--- config.mk ---
export PLATFORM = sky130hd
export DESIGN_NAME = cnna_mul_arb
export DESIGN_NICKNAME = d
export VERILOG_FILES = /design/src/rtl/cnna_mul_arb.sv
export SDC_FILE = /design/constraint.sdc
export NUM_CORES = 1
export LEC_CHECK = 0
export BUFFER_PORTS_ARGS = -buffer_cell sky130_fd_sc_hd__buf_2
export CAP_MARGIN = 40
export CORE_MARGIN = 5
export CORE_UTILIZATION = 30
export DETAILED_ROUTE_END_ITERATION = 6
export HOLD_SLACK_MARGIN = 0.05
export PLACE_DENSITY = 0.54
export SLEW_MARGIN = 20
export SYNTH_ARGS = -nofsm -noshare
export SYNTH_HDL_FRONTEND = slang
export SYNTH_SLANG_ARGS = --single-unit
--- constraint.sdc ---
create_clock -name ap_clk -period 3.5 [get_ports ap_clk]
set_input_delay 0.35 -clock ap_clk [delete_from_list [all_inputs] [get_ports ap_clk]]
set_output_delay 0.35 -clock ap_clk [all_outputs]
set_load 0.005 [all_outputs]
--- src/rtl/cnna_mul_arb.sv ---
// Round-robin scheduler sharing one external 15u x 26s -> 32 multiplier among NUM_REQ requesters.
// Define CNNA_MUL_ARB_FIXPRI_EN for fixed lowest-index-wins priority instead of round-robin.
module cnna_mul_arb #(
    parameter int NUM_REQ = 4,
    parameter int ID_W    = 2
) (
    input  logic                   ap_clk,
    input  logic                   ap_rst,
    input  logic [NUM_REQ-1:0]     req_vld,
    output logic [NUM_REQ-1:0]     req_rdy,
    input  logic [NUM_REQ*15-1:0]  req_din0,
    input  logic [NUM_REQ*26-1:0]  req_din1,
    output logic [14:0]            mul_din0,
    output logic [25:0]            mul_din1,
    input  logic [31:0]            mul_dout,
    output logic                   rsp_vld,
    input  logic                   rsp_rdy,
    output logic [ID_W-1:0]        rsp_id,
    output logic [31:0]            rsp_dout
);
    localparam int A_W = 15;
    localparam int B_W = 26;
    localparam int P_W = 32;

    logic                  r_s1_vld;
    logic [ID_W-1:0]       r_s1_id;
    logic [A_W-1:0]        r_s1_a;
    logic signed [B_W-1:0] r_s1_b;

    logic                  r_rsp_vld;
    logic [ID_W-1:0]       r_rsp_id;
    logic [P_W-1:0]        r_rsp_dout;

    logic                  w_adv1;
    logic                  w_adv2;
    logic                  w_xfer;
    logic                  w_gnt_any;
    logic [ID_W-1:0]       w_gnt_id;
    logic [NUM_REQ-1:0]    w_grant;
    logic                  w_lo_any;
    logic [ID_W-1:0]       w_lo_id;
    logic [A_W-1:0]        w_sel_a;
    logic [B_W-1:0]        w_sel_b;

`ifndef CNNA_MUL_ARB_FIXPRI_EN
    logic [ID_W-1:0]       r_ptr;
    logic [ID_W-1:0]       w_ptr_nxt;
    logic                  w_hi_any;
    logic [ID_W-1:0]       w_hi_id;
`endif

    assign w_adv2 = !r_rsp_vld || rsp_rdy;
    assign w_adv1 = !r_s1_vld || w_adv2;

    // Lowest valid index overall; in round-robin mode it is the wrap-around fallback.
    always_comb begin
        w_lo_any = 1'b0;
        w_lo_id  = '0;
        for (int i = 0; i < NUM_REQ; i++) begin
            if (!w_lo_any && req_vld[i]) begin
                w_lo_any = 1'b1;
                w_lo_id  = ID_W'(i);
            end
        end
    end

`ifndef CNNA_MUL_ARB_FIXPRI_EN
    // First valid index at or above ptr; wraps to w_lo_id when none exists.
    always_comb begin
        w_hi_any = 1'b0;
        w_hi_id  = '0;
        for (int i = 0; i < NUM_REQ; i++) begin
            if (!w_hi_any && req_vld[i] && (i >= int'(r_ptr))) begin
                w_hi_any = 1'b1;
                w_hi_id  = ID_W'(i);
            end
        end
    end

    assign w_gnt_id  = w_hi_any ? w_hi_id : w_lo_id;
    assign w_ptr_nxt = (w_gnt_id == ID_W'(NUM_REQ - 1)) ? '0 : w_gnt_id + 1'b1;
`else
    assign w_gnt_id  = w_lo_id;
`endif

    assign w_gnt_any = w_lo_any;

    always_comb begin
        w_grant = '0;
        w_sel_a = '0;
        w_sel_b = '0;
        for (int i = 0; i < NUM_REQ; i++) begin
            w_grant[i] = w_gnt_any && (w_gnt_id == ID_W'(i));
            if (w_grant[i]) begin
                w_sel_a = req_din0[i*A_W +: A_W];
                w_sel_b = req_din1[i*B_W +: B_W];
            end
        end
    end

    // Nobody is accepted while reset is held, even though the pipeline looks empty.
    assign req_rdy = (w_adv1 && !ap_rst) ? w_grant : '0;
    assign w_xfer  = w_adv1 && !ap_rst && w_gnt_any;

`ifndef CNNA_MUL_ARB_FIXPRI_EN
    always_ff @(posedge ap_clk or posedge ap_rst) begin
        if (ap_rst) begin
            r_ptr <= '0;
        end else if (w_xfer) begin
            r_ptr <= w_ptr_nxt;
        end
    end
`endif

    // S1: issue register, drives the shared multiplier directly.
    always_ff @(posedge ap_clk or posedge ap_rst) begin
        if (ap_rst) begin
            r_s1_vld <= 1'b0;
            r_s1_id  <= '0;
            r_s1_a   <= '0;
            r_s1_b   <= '0;
        end else if (w_adv1) begin
            r_s1_vld <= w_xfer;
            if (w_xfer) begin
                r_s1_id <= w_gnt_id;
                r_s1_a  <= w_sel_a;
                r_s1_b  <= w_sel_b;
            end
        end
    end

    assign mul_din0 = r_s1_a;
    assign mul_din1 = r_s1_b;

    // S2: response register, captures the multiplier result unmodified.
    always_ff @(posedge ap_clk or posedge ap_rst) begin
        if (ap_rst) begin
            r_rsp_vld  <= 1'b0;
            r_rsp_id   <= '0;
            r_rsp_dout <= '0;
        end else if (w_adv2) begin
            r_rsp_vld  <= r_s1_vld;
            r_rsp_id   <= r_s1_id;
            r_rsp_dout <= mul_dout;
        end
    end

    assign rsp_vld  = r_rsp_vld;
    assign rsp_id   = r_rsp_id;
    assign rsp_dout = r_rsp_dout;

endmodule
# Yosys cells after proc, flatten, opt, wreduce, memory -nomap -nowiden
# Cells that the tools add are included.
[totals] register_bits=81 input_bits=203 out_inout_bits=80 wordCells=68
[classes] add_sub_neg=1 order_cmp=3 eq_ne=3 muxes=25 n_reduce_logical=28
[ops] operator="$mux 26" n=4
[ops] operator="$mux 15" n=4
[ops] operator="$logic_and 1x1->1" n=15
[ops] operator="$mux 2" n=6
[ops] operator="$mux 1" n=10
[ops] operator="$logic_not 1->1" n=9
[ops] operator="$eq 2x2->1 const B" n=2
[ops] operator="$ge 1x2->1 const A" n=2
[ops] operator="$mux 4" n=1
[ops] operator="$add 2x1->2 const B" n=1
[ops] operator="$eq 2x1->1 const B" n=1
[ops] operator="$ge 2x2->1 const A" n=1
[ops] operator="$logic_not 2->1" n=1
[ops] operator="$logic_or 1x1->1" n=2
[ops] operator="$reduce_and 2->1" n=1

# Logic depth before layout (Yosys ltp)
# Gate-level depths: netlist of the first run.
[depth] depth_word=21 depth_mapped=9 ltp_nobuf=7

# Worst setup path before layout of the first run
# No wires, ideal clock.
[synth_timing] path_type="register to register" startpoint="register r_ptr[1]" endpoint="register r_s1_a[0] (netlist: mul_din0[0])" arrival_ns=2.299 required_ns=3.364 setup_slack_ns=1.065 path_stages_with_launch=10 n_path_buf=2 cell_sequence="dfrtp_1 > mux2i_1 > and2_1 > or3_1 > ha_1 > or2_2 > clkbuf_1 > clkbuf_1 > a211oi_1 > o41ai_2"
[synth_via] elab_chain_cells=21
[synth_rtl] element="start, declared" line="46" rtl="logic [ID_W-1:0] r_ptr;"
[synth_rtl] element="start signal, assigned" line="110" rtl="r_ptr <= w_ptr_nxt;"
[synth_rtl] element="$ge 1x2->1" line="73" rtl="if (!w_hi_any && req_vld[i] && (i >= int'(r_ptr))) begin"
[synth_rtl] element="$logic_and 1x1->1" line="73"
[synth_rtl] element="$mux 1" line="73"
[synth_rtl] element="$logic_not 1->1" line="73"
[synth_rtl] element="$logic_and 1x1->1 (2 in series)" line="73"
[synth_rtl] element="$mux 1" line="73"
[synth_rtl] element="$logic_not 1->1" line="73"
[synth_rtl] element="$logic_and 1x1->1 (2 in series)" line="73"
[synth_rtl] element="$mux 1" line="73"
[synth_rtl] element="$logic_not 1->1" line="73"
[synth_rtl] element="$logic_and 1x1->1" line="73"
[synth_rtl] element="$mux 2 or $mux 1 (tied branches)" line="73"
[synth_rtl] element="$mux 2 *" line="80" rtl="assign w_gnt_id = w_hi_any ? w_hi_id : w_lo_id;"
[synth_rtl] element="$logic_not 2->1" line="93" rtl="w_grant[i] = w_gnt_any && (w_gnt_id == ID_W'(i));"
[synth_rtl] element="$logic_and 1x1->1" line="93"
[synth_rtl] element="$mux 15 (3 in series)" line="94" rtl="if (w_grant[i]) begin"
[synth_rtl] element="$mux 15 *" line="94"
[synth_rtl] element="end signal, assigned" line="126" rtl="r_s1_a <= w_sel_a;"
[synth_rtl] element="end, declared" line="27" rtl="logic [A_W-1:0] r_s1_a;"
# Mark *: on every way between the ends. The rest lies on a longest branch, timed or not.
# A chain may end at the register's enable or synchronous reset.

# Worst setup path after layout of the first run
[layout_timing] startpoint="register r_ptr[1]" endpoint="output port req_rdy[3]"
[layout_via] elab_chain_cells=18
[layout_rtl] element="$ge 1x2->1" line="73"
[layout_rtl] element="$logic_and 1x1->1" line="73"
[layout_rtl] element="$mux 1" line="73"
[layout_rtl] element="$logic_not 1->1" line="73"
[layout_rtl] element="$logic_and 1x1->1 (2 in series)" line="73"
[layout_rtl] element="$mux 1" line="73"
[layout_rtl] element="$logic_not 1->1" line="73"
[layout_rtl] element="$logic_and 1x1->1 (2 in series)" line="73"
[layout_rtl] element="$mux 1" line="73"
[layout_rtl] element="$logic_not 1->1" line="73"
[layout_rtl] element="$logic_and 1x1->1" line="73"
[layout_rtl] element="$mux 2 or $mux 1 (tied branches)" line="73"
[layout_rtl] element="$mux 2 *" line="80"
[layout_rtl] element="net w_gnt_id[0]" line="38" rtl="logic [ID_W-1:0] w_gnt_id;"
[layout_rtl] element="$eq 2x2->1 *" line="93"
[layout_rtl] element="$logic_and 1x1->1 *" line="93"
[layout_rtl] element="$mux 4 *" line="102" rtl="assign req_rdy = (w_adv1 && !ap_rst) ? w_grant : '0;"
[layout_rtl] element="end, declared" line="10" rtl="output logic [NUM_REQ-1:0] req_rdy,"
# The timed path passes the listed nets; every way through them passes the cells marked *.

==> metrics.yaml, run 1 <==
postCtsResizedCells: 0
cpMostUsedCell: "and2_1"
cts_setup_buffers: 0
htree_levels: 3
pin_count: 283
worstHoldEndpoint: "rsp_dout[13]$_DFFE_PP0P_"
synth_simple_gate_area_share_pct: 20.1
yosysTopAreaCellShare_pct: 39.7
worst-path-buf-inv: 2
cap_viol_max_count: 0
synth_mux_area_share_pct: 7.91
cts.clk_slew.worst_paths_ns: 0.07
final-hold-violation-count: 0
cp_top_family: "simple AND/OR/NAND/NOR gates"
ant_nets: 0
finalSetupTns_ns: 0
cts_tree: "built"
port_buffers: 282
path_depth: 7
via_per_inst: 5.20
hp-start: "mul_dout[13]"
final_core_util_pct: 42.3
layout_worst_path_cycle_share_pct: 84.3
track_usage_pct: 18.5
async_flop_share_pct: 100
clock_sinks: 81
rows: 47
power_density_nw_per_um2: 635
wl_per_cell_um: 20.0
crit_path_end_kind: "output pin"
synth_edf_count: 0
synthAdderAreaFrac_pct: 0.979
cp_cell_sequence: "mux2i_1 -> and2_1 -> nor3_1 -> ha_2 -> buf_4 -> and2_1 -> buf_2"
cpMaxStageDelayCell: "buf_4"
core_area_um2: 16600
skew_ns: 0.00755
grt_pass1_wl_mm: 29.3
design.die.area_um2: 19700
vias: 4840
cts_buffers: 9
setup_viol: 0
rrSetupSlack_ns: 0.76
synth-compound-area-share_pct: 26.4
fp.dieW_um: 141
grt_max_degree: 84
synth_xor_area_share_pct: 0
syn_area_per_cell_um2: 11.3
final_max_slew_viol_count: 0
crit_arrival_ns: 2.60
totalWireLength_mm: 18.6
initial_core_util_pct: 30.7
max_freq_mhz: 339
reg2reg_depth: 8
ctsHoldBuffers: 0
ys_types: 30
fin_nets: 913
clock_latency_ns: 0.34
synth_top_family_by_area: "compound AO/OA/AOI/OAI gates"
cp-start-kind: "flop"
syn_area_um2: 5110
yosys-top-cells-count: "dfrtp_1, o31ai_1, nor2b_1, nor3b_1, clkbuf_1"
overflow: 0
yosysMostFrequentCell: "dfrtp_1"
dp_hpwl_mm: 13.4
syn_nets: 659
min_path_cells: 2
finalHoldWorstSlack_ns: 0.234
yosysWarnings: 0
critPathMaxFanout: 83
r2r-start: "r_ptr[1]$_DFFE_PP0P_"
drt_iter0_markers: 176
route.detailed.drc: 0
drtPass1Iterations: 4
path_class: "flop to output pin"
antennaDiodeCount: 0
yosys-top-cells-area: "dfrtp_1, o41ai_2, mux2_2"
max_slew_margin_pct: 47.6
grt_pass1_vias: 5352
gp_congestion: 0.847
ys_ff_latch: 81
grt_antenna_before_repair: 1
ys_seq_area_share_pct: 39.7
holdCritPathClass: "input pin to flop"
tightestPinTransition_ns: 0.786
reg2reg_to: "mul_din1[25]$_DFFE_PP0P_"
rsz0062_at_grt: "no"
yosys.area.top_type: "dfrtp_1"
layout-drive-gt1-share_pct: 55.6
period_minus_slack_ns: 2.95
cts_buffer_depth: 2
p_leak_nw: 3.44
clockRootBuffer: "clkbuf_16"
syn_inst: 452
status: "complete, no violations"
die_y_um: 141
worstPathRequired_ns: 3.15
max-vdd-ir-drop_v: 0.000245
slowest_delay_ns: 0.57
syn_to_final_growth_pct: 37.7
synth-main-ff-cell: "dfrtp_1"
-- logic make-up (layout without fill, tap and decap cells) --
logic type	after synthesis	in the layout
and+or+nand+nor	141	141
AOI/OAI and AO/OA	133	133
DFF	81	81
buffers and inverters	57	316
muxes	36	36
adders and majority gates	4	4
-- power breakdown --
| part | switching (mW) | internal (mW) | leakage (nW) |
|---|---|---|---|
| registers | 0.175 | 1.24 | 0.978 |
| logic | 1.06 | 1.00 | 2.32 |
| clock network | 0.435 | 0.566 | 0.145 |
-- flip-flops by register name (all words and copies together) (netlist names) --
register / flops
rsp_id: 2
r_s1_vld: 1
mul_din1: 26
r_s1_id: 2
r_ptr: 2
rsp_dout: 32
rsp_vld: 1
mul_din0: 15
-- per-stage QoR --
stage | power, mW | cells | setup WS, ns | cell area, um^2
detailed placement | 3.51 | 915 | 0.805 | 6730
global placement | 3.43 | 913 | 0.744 | 6680
floorplan | 2.71 | 452 | 0.661 | 5110
global route | 4.79 | 931 | 0.298 | 7040
CTS | 4.55 | 931 | 0.481 | 7040
finish | 4.47 | 931 | 0.550 | 7040
-- per-layer routing --
| metal | GRT usage (%) | up-vias | wire [um] |
|---|---|---|---|
| met3 | 4.26 | 18 | 1220 |
| met5 | 0 | - | 13 |
| met4 | 5.00 | 2 | 238 |
| met2 | 32.4 | 174 | 9230 |
| met1 | 22.9 | 2380 | 7910 |
| li1 | - | 2266 | - |
-- placed cells by master (no fill, tap or decap), drive strengths merged, types with 2 or more instances in the layout --
master,netlist,layout
o31ai,44,44
o41ai,43,43
a221oi,2,2
nor3,3,3
or3,3,3
nand2b,3,3
and2,5,5
a211oi,39,39
and3b,40,40
clkinvlp,0,2
mux2,35,35
nor2b,42,42
ha,4,4
dfrtp,81,81
buf,14,298
clkbuf,41,9
inv,2,5
nor3b,42,42
-- layout make-up --
| cell class | count | area [um^2] |
|---|---|---|
| Fill cell | 1659 | 9600 |
| Multi-Input combinational cell | 314 | 2840 |
| Sequential cell | 81 | 2030 |
| Timing Repair Buffer | 298 | 1580 |
| Tap cell | 220 | 275 |
| Clock buffer | 9 | 225 |
| Clock inverter | 7 | 82.6 |
| Inverter | 2 | 8.76 |
-- worst max path at each step --
stage	startpoint	end	slack (ns)
detailed placement	req_vld[0]	req_rdy[3]	0.81
finish	r_ptr[1]$_DFFE_PP0P_	req_rdy[3]	0.55
global placement	req_vld[1]	mul_din1[25]$_DFFE_PP0P_	0.74
global route	r_ptr[1]$_DFFE_PP0P_	req_rdy[3]	0.30
floorplan	ap_rst	mul_din0[0]$_DFFE_PP0P_	0.66
CTS	r_ptr[1]$_DFFE_PP0P_	req_rdy[3]	0.48
No activity file was read; power rests on OpenSTA's default activity.
==> inputs of run 2 (changes only) <==
clock period = 3 ns   (was 3.5 ns; I/O delays follow)
==> run 2 against run 1 <==
Against the previous run:
- clock-buffer cell count grew 1
- non-clock buffer count grew 2
- register-to-register slack got worse by 0.45 ns
- sequential share of layout area is 0.051 points lower
- worst setup slack lost 0.24 ns
- combinational power increased by 17%
- largest power group unchanged
==> metrics.yaml, run 2 (synthesis results as in run 1) <==
final_max_slew_viol_count: 0  # unchanged
register_area_um2: 2030  # unchanged
core_area_um2: 16600  # unchanged
gp_congestion: 0.858  # +1.3%
max_freq_mhz: 371
multiInputGateArea_um2: 2840  # unchanged
final-hold-violation-count: 0  # unchanged
drtPass1Iterations: 4  # unchanged
clock_latency_ns: 0.34  # about the same
cts_setup_buffers: 0  # unchanged
rows: 47  # unchanged
cts_buffer_depth: 2  # unchanged
die_y_um: 141  # unchanged
worstPathRequired_ns: 3.20  # +0.05 ns
totalWireLength_mm: 19.0  # +2.0%
via_per_inst: 5.24  # +0.78%
overflow: 0  # unchanged
rsz0062_at_grt: "no"
grt_pass1_wl_mm: 29.9  # +1.7%
final_common_cell: "buf_2"
grt_antenna_before_repair: 0  # -1
power_density_nw_per_um2: 732  # +15%
fp.dieW_um: 141  # unchanged
vias: 4888  # +0.99%
dpl-instance-area_um2: 6740  # about the same
p_leak_nw: 3.45  # about the same
cts.clk_slew.worst_paths_ns: 0.07  # about the same
track_usage_pct: 18.9  # +0.40 points
fin_nets: 915  # +0.22%
wl_per_cell_um: 20.4  # +1.8%
grt_max_degree: 84  # unchanged
layout-drive-gt1-share_pct: 55.7  # +0.12 points
skew_ns: 0.00730  # -0.000246 ns
ant_nets: 0  # unchanged
finalSetupTns_ns: 0  # unchanged
route.detailed.drc: 0  # unchanged
final_cell_mix: "buf_2, dfrtp_1, o31ai_1"
antennaDiodeCount: 0  # unchanged
cap_viol_max_count: 0  # unchanged
drt_iter0_markers: 210  # +19%
design.die.area_um2: 19700  # unchanged
holdCritPathClass: "input pin to flop"
period_minus_slack_ns: 2.69
status: "complete, no violations"
ctsHoldBuffers: 0  # unchanged
critPathMaxFanout: 18  # -78%
largest_reg_flops: 32  # unchanged
cts_buffers: 9  # unchanged
dp_hpwl_mm: 13.4  # +0.21%
clockRootBuffer: "clkbuf_16"
crit_path_end_kind: "flop"
p_total_mw: 5.16  # +15%
crit_arrival_ns: 2.90  # +0.30 ns
grt_pass1_vias: 5523  # +3.2%
layout_worst_path_cycle_share_pct: 89.8
path_class: "flop to flop"
final_area_um2: 7050  # +0.18%
port_buffers: 282  # unchanged
cp-start-kind: "flop"
tightestPinTransition_ns: 0.623  # -0.163 ns
htree_levels: 3  # unchanged
setup_viol: 0  # unchanged
cts_tree: "built"
max_slew_margin_pct: 58.4  # +11 points
clock_sinks: 81  # unchanged
initial_core_util_pct: 30.7  # unchanged
syn_to_final_growth_pct: 38.0
n_fill_cell: 1641  # -1.1%
pin_count: 283  # unchanged
postCtsResizedCells: 0  # unchanged
max-vdd-ir-drop_v: 0.000338  # +38%
finalHoldWorstSlack_ns: 0.190  # -0.0448 ns
[run 2: power by group]
group          switching [mW]  total (mW)  leakage (nW)  internal (mW)
Sequential              0.211        1.66         0.978           1.44
Clock                   0.495        1.09         0.133          0.594
Combinational            1.23        2.42          2.33           1.19
[run 2: through the flow]
step                cells  util (%)  setup WS [ns]
detailed placement    915      40.5          0.290
CTS                   931      42.2         0.0549
finish                933      42.4          0.306
global route          933      42.4         0.0898
global placement      914      40.4         0.0523
floorplan             452         -          0.211
[run 2: layout make-up]
class	count	share of cell area, %
well taps	220	3.90
flip-flops and latches	81	28.7
repair buffers	300	22.8
clock inverters	6	0.727
multi-input cells	314	40.3
inverters	2	0.124
clock buffers	10	3.39
[run 2: layer usage]
layer,global-route usage [%],share of wire (%)
met1,22.8,41
met2,32.8,50
met3,4.60,7.1
met4,6.68,1.9
met5,0,0
[run 2: final timing paths]
kind	startpoint	end	slack, ns	depth (start not counted)
max	r_ptr[1]$_DFFE_PP0P_	mul_din1[0]$_DFFE_PP0P_	0.31	7
min	mul_dout[21]	rsp_dout[21]$_DFFE_PP0P_	0.19	2
max reg2reg	r_ptr[1]$_DFFE_PP0P_	mul_din1[0]$_DFFE_PP0P_	0.31	7
min reg2reg	r_s1_vld$_DFFE_PP0P_	rsp_vld$_DFFE_PP0P_	0.47	1
max in group asynchronous	ap_rst	rsp_dout[17]$_DFFE_PP0P_	2.02	4
min in group asynchronous	ap_rst	mul_din0[12]$_DFFE_PP0P_	0.29	3
[run 2: worst max-delay path, stage by stage, from the launching register on]
cell and delay (ns):
dfrtp_1 0.43, mux2i_1 0.14, and2_1 0.20, or3_1 0.41, ha_1 0.22, or2_2 0.46, a211oi_1 0.52, o41ai_1 0.16
